File: src/rtl/dsp_result_fifo.sv
// rtl/dsp_result_fifo.sv - Latency-matched capture FIFO for DSP results
// A valid-bit delay line tracks in-flight operations; each retiring result lands in a FWFT FIFO.
module dsp_result_fifo #(
    parameter int LATENCY = 4,
    parameter int DEPTH   = 4
) (
    input  logic                      CLK,
    input  logic                      RST,
    input  logic                      IN_VALID,
    input  logic [47:0]               P,
    input  logic                      CARRYOUTF,
    input  logic                      OUT_READY,
    output logic                      OUT_VALID,
    output logic [47:0]               OUT_DATA,
    output logic                      OUT_CARRY,
    output logic [$clog2(DEPTH):0]    COUNT,
    output logic                      OVERFLOW
);

    localparam int AW = $clog2(DEPTH);
    localparam int CW = AW + 1;
    localparam logic [AW-1:0] PTR_ONE  = AW'(1);
    localparam logic [CW-1:0] CNT_ONE  = CW'(1);
    localparam logic [CW-1:0] FULL_CNT = CW'(DEPTH);

    logic [LATENCY-1:0] valid_sr;
    logic [48:0]        mem [DEPTH];
    logic [AW-1:0]      wr_ptr;
    logic [AW-1:0]      rd_ptr;
    logic [CW-1:0]      count;
    logic               overflow;
    logic               push;
    logic               pop;
    logic               full;
    logic               write;
    logic [48:0]        head;

    assign push  = valid_sr[LATENCY-1];
    assign full  = (count == FULL_CNT);
    assign pop   = OUT_VALID & OUT_READY;
    // A full FIFO can still take a push when the head leaves on the same edge.
    assign write = push & (~full | pop);
    assign head  = mem[rd_ptr];

    assign OUT_VALID = (count != '0);
    assign OUT_DATA  = OUT_VALID ? head[47:0] : 48'd0;
    assign OUT_CARRY = OUT_VALID ? head[48]   : 1'b0;
    assign COUNT     = count;
    assign OVERFLOW  = overflow;

    always_ff @(posedge CLK or posedge RST) begin
        if (RST) begin
            valid_sr <= '0;
        end else begin
            valid_sr[0] <= IN_VALID;
            for (int i = 1; i < LATENCY; i++) begin
                valid_sr[i] <= valid_sr[i-1];
            end
        end
    end

    // Storage needs no reset: OUT_DATA/OUT_CARRY are masked while empty.
    always_ff @(posedge CLK) begin
        if (write) begin
            mem[wr_ptr] <= {CARRYOUTF, P};
        end
    end

    always_ff @(posedge CLK or posedge RST) begin
        if (RST) begin
            wr_ptr   <= '0;
            rd_ptr   <= '0;
            count    <= '0;
            overflow <= 1'b0;
        end else begin
            if (write) begin
                wr_ptr <= wr_ptr + PTR_ONE;
            end
            if (pop) begin
                rd_ptr <= rd_ptr + PTR_ONE;
            end
            case ({write, pop})
                2'b10:   count <= count + CNT_ONE;
                2'b01:   count <= count - CNT_ONE;
                default: count <= count;
            endcase
            if (push && full && !pop) begin
                overflow <= 1'b1;
            end
        end
    end

endmodule

File: config.mk
export PLATFORM = sky130hd
export DESIGN_NAME = dsp_result_fifo
export DESIGN_NICKNAME = d
export VERILOG_FILES = /design/src/rtl/dsp_result_fifo.sv
export SDC_FILE = /design/constraint.sdc
export NUM_CORES = 1
export LEC_CHECK = 0
export ABC_AREA = 1
export CORE_MARGIN = 2
export CORE_UTILIZATION = 25
export CTS_BUF_LIST = sky130_fd_sc_hd__clkbuf_4
export DETAILED_ROUTE_END_ITERATION = 10
export GPL_ROUTABILITY_DRIVEN = 1
export REMOVE_ABC_BUFFERS = 1
export SLEW_MARGIN = 30
export SYNTH_ARGS = -nofsm -noshare
export SYNTH_HDL_FRONTEND = slang
export SYNTH_SLANG_ARGS = --single-unit
File: constraint.sdc
create_clock -name CLK -period 4.88 [get_ports CLK]
set_clock_uncertainty 0.2 [all_clocks]
set_input_delay 1.22 -clock CLK [delete_from_list [all_inputs] [get_ports CLK]]
set_output_delay 1.22 -clock CLK [all_outputs]
set_load 0.1 [all_outputs]
==> out/metrics.yaml <==
floorplanning:
  num_io_pins: 107
  die_w_um: 185
  die_area_um2: 34100
  dieHeight_um: 185
  coreArea_um2: 32300
  rows: 66
  initial_utilization_pct: 25.2
global_routing:
  grt_usage_pct: 11.1
  grt_pass1_wl_um: 29000
  grt_max_degree: 100
  grt_pass1_vias: 5396
  antenna_found_initial: 1
  overflow: 0
clock_network:
  cts_tree: "done"
  cts_hold_buffers: 0
  clock_latency_ns: 0.62
  clkTransAtPathRegs_ns: 0.06
  h-tree-depth: 2
  cts_resized: 0
  cts.sinks: 208
  numCtsBuffers: 56
  cts_root_buffer: "clkbuf_4"
  cts_setup_buffers: 0
  clock_path_buffers: 3
routing:
  wl_um: 18900
  drtIter0Drc: 235
  avgViaCountPerCell: 4.17
  dr.pass1.iters: 4
  final_antenna_net_count: 0
  drc: 0
  vias: 5255
  drt-wirelength-per-cell_um: 15.0
synth:
  synth_common_cells: "nor2_1 (205), edfxtp_1 (196), o21ai_0 (89)"
  synth.most_common_cell: "nor2_1"
  postSynthAreaPerCell_um2: 12.7
  syn_area_um2: 8150
  yosys.area.top_type_share_pct: 72.2
  ys_seq_elements: 208
  netlist_top_cells_area: "edfxtp_1 (72%), nor2_1 (9.4%), o21ai_0 (5.5%)"
  ys_types: 20
  synth_top_area_cell: "edfxtp_1"
  synth-main-ff-cell: "edfxtp_1"
  synthArstFlopShare_pct: 5.77
  synth_edf_count: 196
  yosysWarnings: 0
  ys_seq_area_share_pct: 75.9
  synth_cells: 641
sta:
  slew_viol_final: 0
  relSlewSlack_pct: 35.1
  hold_viol: 0
  setup_ws_ns: 0.523
  fin_crit_sh_pct: 89.3
  rsz0062_at_grt: "no"
  fmax_ghz: 0.230
  layout_min_cycle_time_ns: 4.36
  tightest_slew_ns: 0.970
  setup_violations: 0
setup_path:
  reg2reg_depth: 6
  crit_fanout: 99
  end_kind: "output port"
  r2r_slack_ns: 2.45
  r2r_end: "mem[2][37]$_DFFE_PP_"
  start_kind: "flip-flop"
  worstPathArrival_ns: 2.94
  crit_type: "flip-flop to output port"
  cp.required_ns: 3.46
  rr_startpoint: "COUNT[2]$_DFFE_PP0P_"
run_status:
  status: "complete, no violations"
placement:
  io_buffers: 106
  globalplace.congestion: 0.699
  hpwl_um: 11000
  dp.cells: 1163
  dp_worst_setup_slack_ns: 1.10
final_layout:
  layout.nets: 837
  area.growth.synth_to_final_pct: 25.8
  drive_above_1_share_pct: 19.6
  fin_cells: 1260
min_path:
  holdCritPathClass: "flip-flop to flip-flop"
  holdPathStages: 0
  holdPathEnd: "valid_sr[2]$_DFF_PP0_"
  hold_path.startpoint: "valid_sr[1]$_DFF_PP0_"
flow_run:
  max_cap_viol_count: 0
==> per-layer routing <==
layer	up-vias	global-route usage (%)	share of wire [%]	wire length (um)
met5	-	0	0	0
met4	0	3.68	1.8	349
met3	29	3.69	6.9	1300
met2	133	18.5	47	8970
met1	2536	13.5	44	8300
li1	2557	-	-	-
==> through the flow <==
step	hold slack (ns)	util [%]	area, um2	setup TNS [ns]
3_3_place_gp	0.133	29.6	9560	0
6_report	0.147	31.8	10300	0
4_1_cts	0.150	31.7	10200	0
5_1_grt	0.158	31.8	10300	0
2_1_floorplan	0.131	-	7940	-11.66
3_5_place_dp	0.136	29.6	9560	0
==> kinds of logic (layout without fill, tap and decap cells) <==
family	count (synthesis)	in the layout	share of synthesized area, %
AND/OR/NAND/NOR	222	222	10.3
flip-flops	208	208	75.9
AO/OA/AOI/OAI	151	151	9.30
buffers and inverters	53	229	3.44
adder cells (fa/ha/maj)	5	5	0.859
XOR/XNOR	2	2	0.215
other	0	1	0
==> final cells by class <==
type / instances / area, um2
inverter: 16 / 65.1
multi-input combinational: 380 / 1720
clock inverter: 10 / 45.0
sequential: 208 / 6190
antenna: 1 / 2.50
timing repair buffer: 117 / 1030
clock buffer: 86 / 646
fill: 3278 / 22000
tap: 442 / 553
==> registers in the layout, indices dropped and copies added, names as in the netlist <==
register and count:
valid_sr 4, mem 196, wr_ptr 2, rd_ptr 2
COUNT 3, OVERFLOW 1
==> layout by cell type, fill, tap and decap left out, drive strengths merged <==
| cell type | netlist | layout |
|---|---|---|
| nor2 | 205 | 205 |
| edfxtp | 196 | 196 |
| o21ai | 99 | 99 |
| clkbuf | 15 | 86 |
| buf | 22 | 60 |
| clkdlybuf4s50 | 0 | 57 |
| a21oi | 51 | 51 |
| inv | 16 | 16 |
| nand2 | 13 | 13 |
| dfrtp | 12 | 12 |
| clkinv | 0 | 9 |
| nand3 | 4 | 4 |
| ha | 4 | 4 |
| xor2 | 2 | 2 |
| diode | 0 | 1 |
| o21bai | 1 | 1 |
| fa | 1 | 1 |
| clkinvlp | 0 | 1 |
==> critical path: stages, from the launching register on <==
cell     delay [ns]
dfrtp_4        0.68
inv_4          0.72
o21ai_0        0.22
a21oi_1        0.30
buf_4          0.35
==> worst max path at each step <==
| stage | start | end | cells past startpoint |
|---|---|---|---|
| floorplan | rd_ptr[0]$_DFFE_PP0N_ | OUT_CARRY | 3 |
| global placement | OUT_READY | mem[2][33]$_DFFE_PP_ | 6 |
| detailed placement | OUT_READY | mem[2][3]$_DFFE_PP_ | 6 |
| CTS | rd_ptr[0]$_DFFE_PP0N_ | OUT_DATA[44] | 4 |
| global route | rd_ptr[0]$_DFFE_PP0N_ | OUT_DATA[44] | 4 |
| finish | rd_ptr[0]$_DFFE_PP0N_ | OUT_DATA[44] | 4 |
Power is left out: the tool's default activity adds up to more than one toggle a clock period on the data nets, which glitch-free logic cannot reach.
